<file path="src/rtl/operand_input_conditioner_pkg.sv">
// -----------------------------------------------------------------------------
// operand_input_conditioner_pkg
//
// Shared constants for the operand input conditioner:
//   - default channel count and debounce window
//   - fabric clock frequency the debounce window is sized against
//   - clog2 helper used to size the debounce counter
// -----------------------------------------------------------------------------
package operand_input_conditioner_pkg;

  // Fabric clock the board-level adder test tops run on.
  localparam int unsigned CLK_FREQ_HZ = 200_000_000;

  // Two operand bits: a = bit 0, b = bit 1.
  localparam int DEFAULT_WIDTH = 2;

  // 10 ms at CLK_FREQ_HZ; comfortably longer than mechanical switch bounce.
  localparam int DEFAULT_DEBOUNCE_CYCLES = 2_000_000;

  // Ceiling log2, used at elaboration time only. Returns the number of bits
  // needed to hold the values 0 .. value-1.
  function automatic int clog2(input int value);
    int result;
    int remaining;
    result    = 0;
    remaining = value - 1;
    while (remaining > 0) begin
      result++;
      remaining = remaining >> 1;
    end
    return result;
  endfunction

endpackage : operand_input_conditioner_pkg

</file>
<file path="src/rtl/operand_input_conditioner_debounce_channel.sv">
// -----------------------------------------------------------------------------
// debounce_channel
//
// One operand bit: two-flop synchroniser, debounce counter, stable level and
// registered rise/fall strobes.
//
// Build option:
//   CONDITIONER_BYPASS_EN - when defined, the debounce counter is removed and
//                           the stable level follows the synchroniser output
//                           every cycle (fast bring-up / simulation build).
//
// Ports:
//   clk    in   fabric clock, rising edge
//   rst    in   synchronous active-high reset
//   raw_in in   asynchronous switch/button level
//   level  out  debounced stable level
//   rise   out  one-cycle strobe when level goes 0->1
//   fall   out  one-cycle strobe when level goes 1->0
// -----------------------------------------------------------------------------
module debounce_channel
  import operand_input_conditioner_pkg::*;
#(
  parameter int DEBOUNCE_CYCLES = DEFAULT_DEBOUNCE_CYCLES
) (
  input  logic clk,
  input  logic rst,
  input  logic raw_in,
  output logic level,
  output logic rise,
  output logic fall
);

  // sync1 may go metastable; nothing but sync2 is allowed to read it.
  logic sync1;
  logic sync2;

`ifdef CONDITIONER_BYPASS_EN

  // NOTE: every register here is written with non-blocking assignments so
  // that all flops sample pre-edge values; a blocking '=' would collapse the
  // synchroniser into a single stage.
  always_ff @(posedge clk) begin
    if (rst) begin
      sync1 <= 1'b0;
      sync2 <= 1'b0;
      level <= 1'b0;
      rise  <= 1'b0;
      fall  <= 1'b0;
    end else begin
      sync1 <= raw_in;
      sync2 <= sync1;
      level <= sync2;
      // Strobes compare the incoming value against the level it replaces,
      // so they land in the same cycle the level changes.
      rise  <= sync2 & ~level;
      fall  <= ~sync2 & level;
    end
  end

`else

  localparam int CNT_W = clog2(DEBOUNCE_CYCLES);
  // Counter value on the edge where a differing input is accepted.
  localparam logic [CNT_W-1:0] CNT_LAST = CNT_W'(DEBOUNCE_CYCLES - 1);

  logic [CNT_W-1:0] cnt;

  // NOTE: every register here is written with non-blocking assignments so
  // that all flops sample pre-edge values; a blocking '=' would collapse the
  // synchroniser into a single stage.
  always_ff @(posedge clk) begin
    if (rst) begin
      sync1 <= 1'b0;
      sync2 <= 1'b0;
      level <= 1'b0;
      rise  <= 1'b0;
      fall  <= 1'b0;
      cnt   <= '0;
    end else begin
      sync1 <= raw_in;
      sync2 <= sync1;
      rise  <= 1'b0;
      fall  <= 1'b0;
      if (sync2 == level) begin
        // Any return to the stable level throws away the partial count.
        cnt <= '0;
      end else if (cnt == CNT_LAST) begin
        // Input has differed for DEBOUNCE_CYCLES consecutive cycles. The
        // counter is cleared here, so it can never run past CNT_LAST.
        level <= sync2;
        cnt   <= '0;
        rise  <= sync2;
        fall  <= ~sync2;
      end else begin
        cnt <= cnt + 1'b1;
      end
    end
  end

`endif

endmodule : debounce_channel

</file>
<file path="src/rtl/operand_input_conditioner.sv">
// -----------------------------------------------------------------------------
// operand_input_conditioner
//
// Upstream stage for the board-level adder test designs. Synchronises and
// debounces raw DIP-switch / pushbutton levels and presents clean operand
// bits plus single-cycle change strobes. Operand a = bit 0, b = bit 1 in the
// default two-channel build.
//
// Build option:
//   CONDITIONER_BYPASS_EN - removes the debounce counters (see
//                           debounce_channel); port list is unchanged.
//
// Ports:
//   clk        in   fabric clock, rising edge
//   rst        in   synchronous active-high reset
//   raw_in     in   [WIDTH] asynchronous switch/button levels
//   op_level   out  [WIDTH] debounced stable levels (adder operand bits)
//   op_rise    out  [WIDTH] one-cycle strobe per channel on 0->1
//   op_fall    out  [WIDTH] one-cycle strobe per channel on 1->0
//   op_changed out  OR of all rise/fall strobes, same cycle as the strobes
// -----------------------------------------------------------------------------
module operand_input_conditioner
  import operand_input_conditioner_pkg::*;
#(
  parameter int WIDTH           = DEFAULT_WIDTH,
  parameter int DEBOUNCE_CYCLES = DEFAULT_DEBOUNCE_CYCLES
) (
  input  logic             clk,
  input  logic             rst,
  input  logic [WIDTH-1:0] raw_in,
  output logic [WIDTH-1:0] op_level,
  output logic [WIDTH-1:0] op_rise,
  output logic [WIDTH-1:0] op_fall,
  output logic             op_changed
);

  for (genvar i = 0; i < WIDTH; i++) begin : g_ch
    debounce_channel #(
      .DEBOUNCE_CYCLES(DEBOUNCE_CYCLES)
    ) u_ch (
      .clk   (clk),
      .rst   (rst),
      .raw_in(raw_in[i]),
      .level (op_level[i]),
      .rise  (op_rise[i]),
      .fall  (op_fall[i])
    );
  end

  // Built only from registered strobes, so raw_in never reaches an output
  // combinationally.
  assign op_changed = |(op_rise | op_fall);

endmodule : operand_input_conditioner

</file>
<file path="config.mk">
export PLATFORM = sky130hd
export DESIGN_NAME = operand_input_conditioner
export DESIGN_NICKNAME = d
export VERILOG_FILES = /design/src/rtl/operand_input_conditioner_pkg.sv /design/src/rtl/operand_input_conditioner_debounce_channel.sv /design/src/rtl/operand_input_conditioner.sv
export SDC_FILE = /design/constraint.sdc
export NUM_CORES = 1
export LEC_CHECK = 0
export BUFFER_PORTS_ARGS = -buffer_cell sky130_fd_sc_hd__buf_2
export CAP_MARGIN = 20
export CORE_MARGIN = 2
export CORE_UTILIZATION = 35
export CTS_CLUSTER_SIZE = 24
export DETAILED_ROUTE_END_ITERATION = 8
export GPL_TIMING_DRIVEN = 1
export PLACE_DENSITY = 0.54
export SLEW_MARGIN = 40
export SYNTH_ARGS = -nofsm -noshare
export SYNTH_HDL_FRONTEND = slang
export SYNTH_HIERARCHICAL = 1
export SYNTH_SLANG_ARGS = --single-unit
</file>
<file path="constraint.sdc">
create_clock -name clk -period 6.4 [get_ports clk]
set_clock_uncertainty 0.2 [all_clocks]
set_input_delay 0.64 -clock clk [delete_from_list [all_inputs] [get_ports clk]]
set_output_delay 0.64 -clock clk [all_outputs]
set_load 0.005 [all_outputs]
</file>
# ---- After elaboration in Yosys (flattened, before gate mapping)
# Cells that the tools add are included.
dict set report totals {
  regBits 52
  inputBits 4
  out_inout_bits 7
  word_cells 32
}
dict set report classes {
  add_sub_neg 2
  eq_ne 4
  n_bitwise 7
  reduce_logical 7
}
# cell count
set ops {}
lappend ops {{adder 21 x 1 -> 21 bit, second input constant} 2}
lappend ops {{== test 21 bit, second input constant} 2}
lappend ops {{OR reduction 3 bit} 4}
lappend ops {{NOT 1 bit} 6}
lappend ops {{AND reduction 2 bit} 2}
lappend ops {{== test 1 bit} 2}
lappend ops {{OR 2 bit} 1}
lappend ops {{OR reduction 2 bit} 1}

# ---- Logic depth before layout (Yosys ltp)
dict set report depth {
  depth_word 3
  depth_mapped 6
  ltp_nobuf 5
}

# ---- By module
# Netlist, hierarchy kept.
# mod instances cells_each area_each_um2 seq_area_each_um2
set by_module_without_submodules {}
lappend by_module_without_submodules {debounce_channel 2 126 1133.6 520.5}
lappend by_module_without_submodules {operand_input_conditioner 1 1 7.5 0.0}

# ---- Worst setup path before layout
# No wires, ideal clock.
dict set report synth_path {
  path_kind {register to register}
  from {reg g_ch[0].u_ch.cnt[12]}
  to {reg g_ch[0].u_ch.cnt[18]}
  setup_time_ps 125
  arrival_ps 1689
  t_required_ps 6075
  slack_ps 4386
  path_stages_with_launch 6
  n_path_buf 1
  period_less_slack_ps 2014
  path_cell_list {dfxtp_1 -> or4b_1 -> or4_4 -> o21ai_2 -> buf_6 -> a21oi_1}
}
dict set report synth_between {
  elab_chain_len 2
  elab_cells_between_ends 3
  cone_classes {1 x add/sub; 1 x eq/ne; 1 x reduce/logical}
}
# item line
set synth_lines {}
lappend synth_lines {{start: declaration} operand_input_conditioner_debounce_channel.sv:66} ;# logic [CNT_W-1:0] cnt;
lappend synth_lines {{start signal: assignment} operand_input_conditioner_debounce_channel.sv:95} ;# cnt <= cnt + 1'b1;
lappend synth_lines {{branches (longest 2 deep; another with adder 21 x 1 -> 21 bit)} --}
# Parallel ways; which one is timed is not known.
# A chain may end at the register's enable or synchronous reset.

# ---- Final worst setup path
dict set report layout_path {
  from {reg g_ch[1].u_ch.cnt[12]}
  to {reg g_ch[1].u_ch.cnt[10]}
}
dict set report layout_between {
  elab_chain_len 2
}
# item line
set layout_lines {}
lappend layout_lines {{start: declaration} operand_input_conditioner_debounce_channel.sv:66}
lappend layout_lines {{start signal: assignment} operand_input_conditioner_debounce_channel.sv:95}
lappend layout_lines {{== test 21 bit} operand_input_conditioner_debounce_channel.sv:87} ;# end else if (cnt == CNT_LAST) begin
lappend layout_lines {{OR reduction 3 bit (no line)} --}
# Every way passes these cells.

==> flow_summary.ini <==
[outcome]
status = finished clean

[power]
vdd_drop_max_uv = 106
powerDensity_mw_per_mm2 = 222
p_leak_nw = 0.717
total_power_mw = 0.552

[die]
fp.dieH_um = 84.6
ios = 11
rows = 29
core_mm2 = 0.00631
initial_utilization = 0.360
chipWidth_um = 84.6
dieArea_mm2 = 0.00716

[grt]
busiest_layer = met1
globalRouteMet1Util = 0.189
grt_pass1_vias = 1556
track_usage = 0.125
met2_usage = 0.173
grt_max_degree = 21
grt_pass1_wl_um = 7400
grtUsageMet3 = 0.0265
antenna_found_initial = 0
overflow = 0

[final_layout]
nNetsFinal = 270
drive_gt1_frac = 0.109
final_util = 0.393
insertedDiodeCount = 0
layout-area-overhead-vs-synth_pct = 9.19

[routing]
drc = 0
vias = 1784
first_pass_iters = 4
via_per_inst = 5.22
drt_wl_total_um = 4230
ant_nets = 0
post_drt_wl_per_cell_um = 12.4
dr.first_iter.drc_count = 108

[critical_path]
cp_slowest_cell = o21ai_2
crit_type = register to register
r2r_cells = 4
cp_max_fo = 20
critPathLaunchType = register
cp.arrival_ns = 2.48
path_cells = or4b_1, or4_4, o21ai_2, nor2_1
critPathCapture = g_ch[1].u_ch/cnt[10]$_SDFF_PP0_
startpoint = g_ch[1].u_ch/cnt[12]$_SDFF_PP0_
r2r-end = g_ch[1].u_ch/cnt[10]$_SDFF_PP0_
max_stage_delay_ns = 0.66
reg2reg_from = g_ch[1].u_ch/cnt[12]$_SDFF_PP0_
end_kind = register
r2r_slack_ns = 3.88
worstPathRequired_ns = 6.36

[synth]
synth_edf_count = 0
synth_cell_types = 29
async_flop_share = 0
synth_top_cell_by_area = dfxtp_1
synth_cells = 253
synth.avg_cell_area_um2 = 8.99
yosysTopAreaCellShare = 0.458
netlist_area_mm2 = 0.00227
synth_common_cells = dfxtp_1, nor2_1, xnor2_1
synth_ff_type = dfxtp_1
yosysWarnings = 6
seq_area_frac_synth = 0.458
syn_nets = 259
synth_seq_cells = 52
synth_area_leaders = dfxtp_1, xnor2_1, nor2_1
synth.most_common_cell = dfxtp_1

[cts]
cts_resized = 0
cts_sinks = 52
cts_buffer_depth = 2
postCtsHoldBufs = 0
root_buffer = clkbuf_8
cts_buffers = 5
cts_setup_buffers = 0
worstSkewPairLatency_ns = 0.30
cts_tree = yes
htree_num_levels = 2
path_clk_slew_ns = 0.09

[sta]
min_period_over_period = 0.394
final.min_clock_period_ns = 2.52
setup_viol = 0
rsz0062_at_grt = false
setup_ws_ns = 3.88
hold_viol_final = 0
max_slew_margin = 0.448
max_freq_mhz = 397
slew_violations = 0
fin_tns_setup_ns = 0
worst_slew_pin_slew_ns = 0.827

[place]
gp_congestion = 0.773
dpl.hpwl_um = 2940
dp_slack_ns = 3.86
io_buffers = 10

[hold_path]
worstHoldStart = g_ch[1].u_ch/sync1$_SDFF_PP0_
min_path_type = register to register

[flow_run]
drv_cap = 0
==> flip-flops by register name, indices dropped and copies added (netlist names) <==
register,flops
g_ch.u_ch/cnt,42
g_ch.u_ch/fall,2
g_ch.u_ch/level,2
g_ch.u_ch/rise,2
g_ch.u_ch/sync1,2
g_ch.u_ch/sync2,2
==> metrics by stage <==
stage	cells	cell area (um^2)	hold WS, ns
2_1_floorplan	253	2270	0.214
6_report	342	2480	0.246
4_1_cts	342	2480	0.251
5_1_grt	342	2480	0.275
3_5_place_dp	334	2370	0.228
3_3_place_gp	334	2370	0.225
==> placed cells by master (no fill, tap or decap), types with 7 or more instances in the layout <==
cell and instances:
nand3_1 18, a21oi_1 14, nor3_1 10, buf_2 10
dfxtp_1 52, or4_1 7, xnor2_1 22, nand2_1 10
nor2_1 38
==> how the worst min path moves through the flow <==
stage                                         end  cells after the start
finish              g_ch[1].u_ch/sync2$_SDFF_PP0_                      1
floorplan           g_ch[0].u_ch/sync2$_SDFF_PP0_                      1
detailed placement  g_ch[1].u_ch/sync2$_SDFF_PP0_                      1
global placement    g_ch[1].u_ch/sync2$_SDFF_PP0_                      1
CTS                 g_ch[1].u_ch/sync2$_SDFF_PP0_                      1
global route        g_ch[1].u_ch/sync2$_SDFF_PP0_                      1
==> cells by family (layout without fill, tap and decap cells) <==
group,count (synthesis),count (layout),synth area share
AOI/OAI and AO/OA,28,28,0.0715
xor gates and xnor gates,28,28,0.108
adders and majority gates,2,2,0.0110
buffers and inverters,12,24,0.0330
DFF,52,52,0.458
and+or+nand+nor,131,131,0.319
==> critical path: cells and delay by family, from the launching register on <==
kind             cells  cell delay (ns)
AND/OR/NAND/NOR      3             1.16
AO/OA/AOI/OAI        1             0.66
flip-flops           1             0.35
==> per-layer routing <==
layer	routed length, um	vias to the layer above	share of wire
met4	59	0	0.014
met3	137	7	0.032
met1	2270	828	0.54
met5	0	-	0
li1	-	916	-
met2	1770	33	0.42
==> cell type report <==
class                           count  area [um^2]
Clock buffer                        6         72.6
Clock inverter                      2         35.0
Fill cell                         654         3830
Inverter                            6         22.5
Multi-Input combinational cell    189         1170
Sequential cell                    52         1040
Tap cell                           77         96.3
Timing Repair Buffer               10         50.0
==> power by group <==
part	leakage (nW)	total [mW]	internal (mW)	switching, mW
combinational	0.242	0.00601	0.00206	0.00395
sequential	0.420	0.326	0.325	0.000946
clock	0.0552	0.221	0.116	0.105
Note: power is estimated with default switching activity, not from simulation.
